$ cat src/rtl/pc_gen.sv
// pc_gen: fetch PC generator with BOOT/RUN control and ROM handshake.
// Define PC_REDIRECT_BUF_EN for the one-entry pending redirect buffer.
module pc_gen #(
  parameter int unsigned ADDR_WIDTH = 32,
  parameter int unsigned DATA_WIDTH = 32,
  parameter int unsigned FETCH_WIDTH = 1,
  parameter logic [ADDR_WIDTH-1:0] RESET_VECTOR =
    ADDR_WIDTH'(32'hbfc00000)
) (
  input  logic                   clk,
  input  logic                   rst,
  input  logic                   stall,
  input  logic                   exc_flag,
  input  logic [ADDR_WIDTH-1:0]  exc_addr,
  input  logic                   branch_flag,
  input  logic [ADDR_WIDTH-1:0]  branch_addr,
  input  logic                   rom_ready,
  output logic                   rom_en,
  output logic [3:0]             rom_write_en,
  output logic [ADDR_WIDTH-1:0]  rom_addr,
  output logic [DATA_WIDTH-1:0]  rom_write_data,
  output logic [FETCH_WIDTH-1:0] fetch_mask,
  output logic                   addr_err
);

  localparam int unsigned GRP_B = FETCH_WIDTH * 4;
  localparam int unsigned OFF_W = $clog2(GRP_B);
  localparam logic [ADDR_WIDTH-1:0] STEP = ADDR_WIDTH'(GRP_B);
  localparam logic [ADDR_WIDTH-1:0] BASE_M =
    ~(ADDR_WIDTH'(GRP_B - 1));

  typedef enum logic {
    BOOT,
    RUN
  } state_e;

  state_e                state_q;
  logic                  rom_en_q;
  logic [ADDR_WIDTH-1:0] addr_q;
  logic [ADDR_WIDTH-1:0] addr_d;
  logic [ADDR_WIDTH-1:0] base;
  logic [ADDR_WIDTH-1:0] pend_addr;
  logic                  pend_vld;
  logic                  accept;

  assign accept = rom_en_q & rom_ready;
  assign base   = addr_q & BASE_M;

`ifdef PC_REDIRECT_BUF_EN
  logic                  pend_vld_q;
  logic                  pend_exc_q;
  logic [ADDR_WIDTH-1:0] pend_addr_q;

  // Park a redirect that arrives while the ROM is back-pressuring
  always_ff @(posedge clk or negedge rst) begin
    if (!rst) begin
      pend_vld_q  <= 1'b0;
      pend_exc_q  <= 1'b0;
      pend_addr_q <= '0;
    end else if (accept) begin
      pend_vld_q <= 1'b0;
      pend_exc_q <= 1'b0;
    end else if (rom_en_q) begin
      if (exc_flag) begin
        pend_vld_q  <= 1'b1;
        pend_exc_q  <= 1'b1;
        pend_addr_q <= exc_addr;
      end else if (branch_flag &&
                   !(pend_vld_q && pend_exc_q)) begin
        pend_vld_q  <= 1'b1;
        pend_exc_q  <= 1'b0;
        pend_addr_q <= branch_addr;
      end
    end
  end

  assign pend_vld  = pend_vld_q;
  assign pend_addr = pend_addr_q;
`else
  assign pend_vld  = 1'b0;
  assign pend_addr = '0;
`endif

  // Pick the next fetch address; only an accepted request moves it
  always_comb begin
    addr_d = addr_q;
    if (accept) begin
      if (exc_flag) begin
        addr_d = exc_addr;
      end else if (pend_vld) begin
        addr_d = pend_addr;
      end else if (branch_flag) begin
        addr_d = branch_addr;
      end else if (!stall) begin
        addr_d = base + STEP;
      end
    end
  end

  // BOOT waits one edge after reset, then RUN fetches forever
  always_ff @(posedge clk or negedge rst) begin
    if (!rst) begin
      state_q  <= BOOT;
      rom_en_q <= 1'b0;
      addr_q   <= RESET_VECTOR;
    end else begin
      unique case (state_q)
        BOOT: begin
          state_q  <= RUN;
          rom_en_q <= 1'b1;
        end
        RUN: begin
          addr_q <= addr_d;
        end
      endcase
    end
  end

  generate
    if (OFF_W == 2) begin : g_one
      assign fetch_mask = '1;
    end else begin : g_multi
      logic [OFF_W-3:0] slot;
      assign slot = addr_q[OFF_W-1:2];
      for (genvar i = 0; i < FETCH_WIDTH; i++) begin : g_bit
        assign fetch_mask[i] = (32'(slot) <= 32'(i));
      end
    end
  endgenerate

  assign rom_en         = rom_en_q;
  assign rom_addr       = addr_q;
  assign rom_write_en   = 4'b0000;
  assign rom_write_data = '0;
  assign addr_err       = rom_en_q & (addr_q[1:0] != 2'b00);

endmodule

$ cat config.mk
export PLATFORM = sky130hd
export DESIGN_NAME = pc_gen
export DESIGN_NICKNAME = d
export VERILOG_FILES = /design/src/rtl/pc_gen.sv
export SDC_FILE = /design/constraint.sdc
export NUM_CORES = 1
export LEC_CHECK = 0
export CORE_AREA = 5 5 85 87
export CTS_CLUSTER_SIZE = 16
export DETAILED_ROUTE_END_ITERATION = 8
export DIE_AREA = 0 0 90 92
export PLACE_DENSITY_LB_ADDON = 0.08
export SYNTH_ARGS = -nofsm -noshare
export SYNTH_HDL_FRONTEND = slang
export SYNTH_SLANG_ARGS = --single-unit
$ cat constraint.sdc
create_clock -name clk -period 3.3 [get_ports clk]
set_input_delay 0.66 -clock clk [delete_from_list [all_inputs] [get_ports clk]]
set_output_delay 0.66 -clock clk [all_outputs]
set_load 0.02 [all_outputs]
# --- Word level (Yosys, flattened, before mapping) ---
# Index checks and enable logic that the tools add are counted.
word_totals:
  output_inout_bits: 71
  ff_bits: 34
  word_cells: 12
classes:
  eq_ne: 1
  n_addsub: 1
  mux: 3
  n_reduce_logical: 2
  n_bitwise: 2
op_table:
  columns: ["operator", "count"]
  rows:
  - ["$mux W32", 3]
  - ["$add A32 B3 Y32 const B", 1]
  - ["$ne A3 B1 Y1 const B", 1]
  - ["$reduce_and A3 Y1", 1]
  - ["$and A1 B1 Y1", 2]
  - ["$reduce_bool A2 Y1", 1]

# --- Logic depth before layout (Yosys ltp) ---
# Gate-level depths: netlist (run 1).
depth:
  ltp_word: 4
  mapped_depth: 8

# --- Worst setup path before layout (run 1) ---
# Ideal clock, no wire load.
synth_timing:
  path_type: "register to register"
  start: "register addr_q[2] (netlist: rom_addr[2])"
  end: "register addr_q[30] (netlist: rom_addr[30])"
  arrival_ns: 2.214
  slack_ns: 1.016
  n_path_buf: 1
  stages_incl_launch_ff: 8
  cell_sequence: "dfrtp_1 -> ha_1 -> nand4_4 -> or2_0 -> clkbuf_2 -> or3_1 -> or4_1 -> nand3_1"
synth_between:
  elab_chain_len: 4
synth_rtl:
  columns: ["element", "line", "text"]
  rows:
  - ["start, declared", "39", "logic [ADDR_WIDTH-1:0] addr_q;"]
  - ["start signal, assigned", "113", "addr_q <= addr_d;"]
  - ["$add A32 B3 Y32", "95", "addr_d = base + STEP;"]
  - ["$mux W32", "94", "end else if (!stall) begin"]
  - ["$mux W32", "92", "end else if (branch_flag) begin"]
  - ["$mux W32", "88", "if (exc_flag) begin"]
# Every way passes these cells. The select of a mux whose other input is x is not followed.
# A chain may end at the register's enable or synchronous reset.

# --- Final worst setup path (run 1) ---
# Ends and elaborated chain as after synthesis.

==> results of run 1 <==
final timing paths:
| check | start | endpoint | depth (start not counted) |
|---|---|---|---|
| max reg2reg | rom_addr[2]$_DFFE_PN0P_ | rom_addr[30]$_DFFE_PN0P_ | 6 |
| min | state_q$_DFF_PN0_ | rom_en$_DFFE_PN0N_ | 1 |
| max in group asynchronous | rst | rom_addr[23]$_DFFE_PN1P_ | 2 |
| min reg2reg | state_q$_DFF_PN0_ | rom_en$_DFFE_PN0N_ | 1 |
| max | rom_addr[2]$_DFFE_PN0P_ | rom_addr[30]$_DFFE_PN0P_ | 6 |
| min in group asynchronous | rst | state_q$_DFF_PN0_ | 2 |
flip-flops by register name, indices dropped and copies added, names as in the netlist:
name	cells
rom_en	1
state_q	1
rom_addr	32
stage by stage:
| stage | setup WS (ns) | hold WS [ns] | total power [W] | area (um2) |
|---|---|---|---|---|
| final | 0.901 | 0.446 | 0.00160 | 3750 |
| after detailed placement | 0.672 | 0.446 | 0.00127 | 3660 |
| after global placement | 0.739 | 0.427 | 0.00126 | 3660 |
| after floorplan | 1.02 | 0.364 | 0.000972 | 2800 |
| after global routing | 0.770 | 0.488 | 0.00169 | 3750 |
| after CTS | 0.897 | 0.459 | 0.00160 | 3750 |
cells in the mapped netlist, drive strengths merged, types with 2 or more instances:
| master | number |
|---|---|
| a211oi | 5 |
| a21oi | 38 |
| a221oi | 3 |
| a2bb2oi | 4 |
| a311oi | 2 |
| a31oi | 6 |
| and3 | 5 |
| and4 | 4 |
| buf | 40 |
| clkbuf | 17 |
| conb | 2 |
| dfrtp | 25 |
| dfstp | 9 |
| inv | 4 |
| mux2i | 3 |
| nand2 | 24 |
| nand2b | 5 |
| nand3 | 10 |
| nand4 | 10 |
| nor2 | 28 |
| nor3 | 12 |
| nor4 | 4 |
| o211ai | 3 |
| o21a | 9 |
| o21ai | 16 |
| o221ai | 4 |
| o22a | 5 |
| o22ai | 12 |
| o311ai | 2 |
| o31ai | 4 |
| or2 | 3 |
| or3 | 4 |
| or4 | 4 |
cell families (layout without fill, tap and decap cells):
family,after synthesis,count (layout)
fa+ha+maj,1,1
compound gates,120,120
simple gates,115,115
mux,3,3
buf+inv,61,127
other cells,2,38
flops,34,34
power by group:
part	internal (W)	leakage [nW]	total (W)	switching, W
sequential	0.000506	0.372	0.000623	0.000118
combinational	0.000304	1.03	0.000642	0.000338
clock	0.000169	0.0482	0.000335	0.000166
total	0.000978	1.45	0.00160	0.000622
layout make-up:
| type | count | area (um2) |
|---|---|---|
| Clock inverter | 1 | 5.00 |
| Fill cell | 582 | 2520 |
| Timing Repair Buffer | 115 | 1120 |
| Multi-Input combinational cell | 277 | 1570 |
| Tap cell | 77 | 96.3 |
| Clock buffer | 7 | 86.3 |
| Sequential cell | 34 | 862 |
| Inverter | 4 | 15.0 |
worst register-to-register path, stage by stage (launching register included):
cell,delay (ns)
dfrtp_1,0.46
ha_1,0.30
nand4_4,0.19
or2_0,0.39
or3_1,0.43
or4_1,0.47
nand3_1,0.09
routing by layer:
layer,share of wire (%),vias to the layer above,global-route usage (%)
met4,2.2,0,6.70
met1,43,1372,28.3
met3,7.9,17,4.09
met5,0,-,0
li1,-,1390,-
met2,47,143,34.9
==> flow_summary.toml, run 1 <==
[worst_setup_path]
crit_fanout = 7
start_kind = "flop"
crit_required_ns = 3.54
slowest_stage = "or4_1"
cp_slowest_stage_delay_ns = 0.47
critPathKind = "flop to flop"
cp.arrival_ns = 2.64
crit_family = "simple AND/OR/NAND/NOR gates"
path_buf_inv = 0
crit_chain = "ha_1 -> nand4_4 -> or2_0 -> or3_1 -> or4_1 -> nand3_1"
endpoint_kind = "flop"
reg2reg_slack_ns = 0.90

[layout]
syn_to_final_growth_pct = 41.1
diodes = 0
post-route-util_pct = 59.8
drive_gt1_share_pct = 8.22
instances_no_fill = 515
final_cell_mix = "clkdlybuf4s50_1, conb_1, a21oi_1"
nets = 508
layout_commonest_cell = "clkdlybuf4s50_1"

[logic_synthesis]
synth.avg_cell_area_um2 = 7.92
synth_top_cell_by_area = "dfrtp_1"
synthTopCellsByArea = "dfrtp_1, buf_4, dfstp_2"
synthDistinctLibCells = 49
yosysWarnings = 0
synth-simple-area-share_pct = 22.6
syn-cell-area_mm2 = 0.00266
synthCells = 336
synth_top_family_by_area = "compound AO/OA/AOI/OAI gates"
async_reset_ff_share_pct = 100
synth-xor-area-share_pct = 0
ys_seq_area_share_pct = 32.4
synthMuxAreaShare_pct = 1.13
yosys.area.top_type_share_pct = 23.5
synth_compound_area_share_pct = 29.3
synth_edf_count = 0
synth_flop_cell = "dfrtp_1"
ys_ff_latch = 34
synth_adder_area_share_pct = 0.470

[routing]
ant_nets = 0
viasPerCell = 5.67
drt_iter0_drc = 220
vias = 2922
drc = 0
detail_route.wl_per_cell_um = 17.4
dr.pass1.iters = 7
routed_wl_um = 8980

[clock_tree]
h-tree-depth = 2
ctsHoldBuffers = 0
clock_latency_ns = 0.30
root_buffer = "clkbuf_8"
post_cts_buffers = 0
clkTransAtPathRegs_ns = 0.08
cts.repair.resized = 0
cts_inserted_buffers = 5
clk_path_buf_depth = 2
tritoncts = "yes"
cts_num_sinks = 34

[global_route]
grt_pass1_wl_um = 14600
grt_pass1_vias = 2905
grt_max_degree = 35
grt_usage_pct = 21.3
grt_overflow = 0
antenna_found_initial = 0

[timing]
tightest_slew_ns = 0.645
rsz0062_at_grt = "no"
timing.fmax_ghz = 0.417
setup_viol = 0
skew_ns = 0.0134
slew_headroom_pct = 57.0
slew_violations = 0
finalCritPeriodShare_pct = 72.7
final_hold_viol_count = 0
fin_tns_setup_ns = 0
fin_crit_ns = 2.40

[placement]
dp_hpwl_um = 6630
placed_cells = 507
gp_congestion = 0.919
io_buffer_count = 103

[flow_run]
drv_cap = 0

[status]
outcome = "complete, no violations"

[floorplan]
design.die.area_mm2 = 0.00828
io_pins = 141
dieWidth_um = 90
rows = 29
die_h_um = 92
core_area_mm2 = 0.00628
initial_core_util_pct = 42.4

[power_and_ir_drop]
vdd_ir_drop_max_uv = 211
p_leak_nw = 1.45
cellPowerDensity_mw_per_mm2 = 426

[hold_path]
hold_path_class = "flop to flop"
No activity file was read; power rests on OpenSTA's default activity.
==> inputs of run 2 (changes only) <==
--- a/config.mk
+++ b/config.mk
@@ -5,10 +5,10 @@
 export SDC_FILE = /design/constraint.sdc
 export NUM_CORES = 1
 export LEC_CHECK = 0
-export CORE_AREA = 5 5 85 87
+export CORE_AREA = 5 5 92 94
 export CTS_CLUSTER_SIZE = 16
 export DETAILED_ROUTE_END_ITERATION = 8
-export DIE_AREA = 0 0 90 92
+export DIE_AREA = 0 0 97 99
 export PLACE_DENSITY_LB_ADDON = 0.08
 export SYNTH_ARGS = -nofsm -noshare
 export SYNTH_HDL_FRONTEND = slang
==> constraint.sdc (replaced) <==
create_clock -name clk -period 2.1 [get_ports clk]
set_input_delay 0.42 -clock clk [delete_from_list [all_inputs] [get_ports clk]]
set_output_delay 0.42 -clock clk [all_outputs]
set_load 0.02 [all_outputs]
==> run 2 against run 1 <==
  * Fmax grew 17%
  * Clock skew shrank 0.0090 ns
  * Wire length grew 10%
  * Critical path depth is the same
  * Sequential power grew 51%
  * Sequential share of layout area shrank 1.8 points
  * Hold slack gained 0.0080 ns
  * Non-clock buffer count grew 31
  * Critical path type unchanged
  * Largest power group unchanged
==> flow_summary.toml, run 2 (synthesized netlist as in run 1, its figures left out) <==
[status]
outcome = "complete, no violations"

[power_and_ir_drop]
p_switching_w = 0.00101
p_total_w = 0.00270
p_comb_share_pct = 43.2
cellPowerDensity_mw_per_mm2 = 662
vdd_ir_drop_max_uv = 290
p_leak_nw = 1.62
switching_share_pct = 37.4
power_frac_seq_pct = 34.7
p_int_w = 0.00169
pwr-share-clk_pct = 22.1

[clock_tree]
clkTransAtPathRegs_ns = 0.08
cts_inserted_buffers = 5
clock_latency_ns = 0.29
clk_path_buf_depth = 2
root_buffer = "clkbuf_8"
tritoncts = "yes"
cts_num_sinks = 34
h-tree-depth = 2

[routing]
drt_iter0_drc = 239
dr.pass1.iters = 4
routed_wl_um = 9910
detail_route.wl_per_cell_um = 17.4
viasPerCell = 5.24
vias = 2992
drc = 0
ant_nets = 0

[layout]
instances_no_fill = 571
syn_to_final_growth_pct = 53.4
multi_input_area_mm2 = 0.00160
seqCellArea_um2 = 865
diodes = 0
num-fill-cells = 748
nets = 539
drive_gt1_share_pct = 16.0
layout_commonest_cell = "clkdlybuf4s50_1"
final_cell_mix = "clkdlybuf4s50_1, buf_4, conb_1"
largest_reg_flops = 32

[global_route]
antenna_found_initial = 0
grt_pass1_wl_um = 15700
grt_overflow = 0
grt_usage_pct = 20.1
grt_pass1_vias = 3038
grt_max_degree = 35

[timing]
fin_crit_ns = 2.05
skew_ns = 0.00445
timing.fmax_ghz = 0.487
finalCritPeriodShare_pct = 97.7
rsz0062_at_grt = "no"
slew_violations = 0
fin_tns_setup_ns = 0
setup_viol = 0
final_hold_viol_count = 0

[worst_setup_path]
endpoint_kind = "flop"
cp_slowest_stage_delay_ns = 0.48
start_kind = "flop"
crit_chain = "ha_4 -> nand4_4 -> or2_1 -> or3_4 -> or4_1 -> nand3_1"
critPathKind = "flop to flop"
crit_required_ns = 2.33
cp.arrival_ns = 2.29
slowest_stage = "or4_1"
crit_fanout = 6

[floorplan]
die_h_um = 99
rows = 32
initial_core_util_pct = 35.2
design.die.area_mm2 = 0.00960
core_area_mm2 = 0.00757
io_pins = 141
dieWidth_um = 97

[hold_path]
hold_path_class = "flop to flop"

[placement]
io_buffer_count = 103
dp_hpwl_um = 7570
placed_cells = 561
gp_congestion = 0.834

[flow_run]
drv_cap = 0
==> run 2: changes by cell type in the layout (fill, tap and decap cells not counted), moves of 2 or more <==
cell and delta:
dfrtp_2 +2, or4_1 -2, buf_4 +30, clkbuf_8 +2
or4_4 +2, dfrtp_1 -2
==> run 2: final timing paths <==
check | to | from | cells past startpoint | slack, ns
worst max-delay path | rom_addr[30]$_DFFE_PN0P_ | rom_addr[3]$_DFFE_PN0P_ | 6 | 0.05
worst min-delay path | rom_en$_DFFE_PN0N_ | state_q$_DFF_PN0_ | 1 | 0.45
worst max register to register | rom_addr[30]$_DFFE_PN0P_ | rom_addr[3]$_DFFE_PN0P_ | 6 | 0.05
worst min register to register | rom_en$_DFFE_PN0N_ | state_q$_DFF_PN0_ | 1 | 0.45
max in group asynchronous | rom_addr[3]$_DFFE_PN0P_ | rst | 2 | 1.18
min in group asynchronous | state_q$_DFF_PN0_ | rst | 2 | 0.55
==> run 2: through the flow <==
step / hold WS (ns) / setup WS, ns / area (um2) / utilization, %
CTS: 0.461 / 0.00554 / 4050 / 53.5
floorplan: 0.124 / 0.00308 / 2810 / -
detailed placement: 0.447 / -0.0269 / 3940 / 52.1
global route: 0.466 / 0.000479 / 4080 / 54.0
global placement: 0.433 / -0.0162 / 3940 / 52.1
finish: 0.455 / 0.0475 / 4080 / 54.0
==> run 2: layout make-up <==
class | count | area share [%]
multi-input combinational | 277 | 39.2
timing repair buffer | 146 | 33.5
sequential | 34 | 21.2
tap | 102 | 3.13
clock buffer | 8 | 2.70
inverter | 4 | 0.368
==> run 2: critical path: cells and delay by family (launching register included) <==
kind | cells | cell delay (ns)
AND/OR/NAND/NOR | 5 | 1.38
adder cells (fa/ha/maj) | 1 | 0.18
flip-flops | 1 | 0.44
==> run 2: metal layers <==
metal  vias up  share of wire (%)  track usage, %
met1      1415                 44            26.2
met4         0               0.68            4.43
met2       118                 48            34.3
li1       1453                  -               -
met5         -                  0               0
met3         6                7.7            4.39
==> run 2: power groups by stage <==
| stage | logic, W | registers, W | clock network [W] |
|---|---|---|---|
| after detailed placement | 0.00116 | 0.000950 | 0 |
| after floorplan | 0.000441 | 0.00110 | 0 |
| final | 0.00117 | 0.000938 | 0.000598 |
| after CTS | 0.00116 | 0.000940 | 0.000615 |
| after global routing | 0.00126 | 0.000962 | 0.000638 |
| after global placement | 0.00115 | 0.000952 | 0 |
==> run 2: repair_timing <==
item,4_1_cts,5_1_grt
setup buffers,0,2
hold buffers,0,0
resized for setup,0,5
setup endpoints to repair,0,6
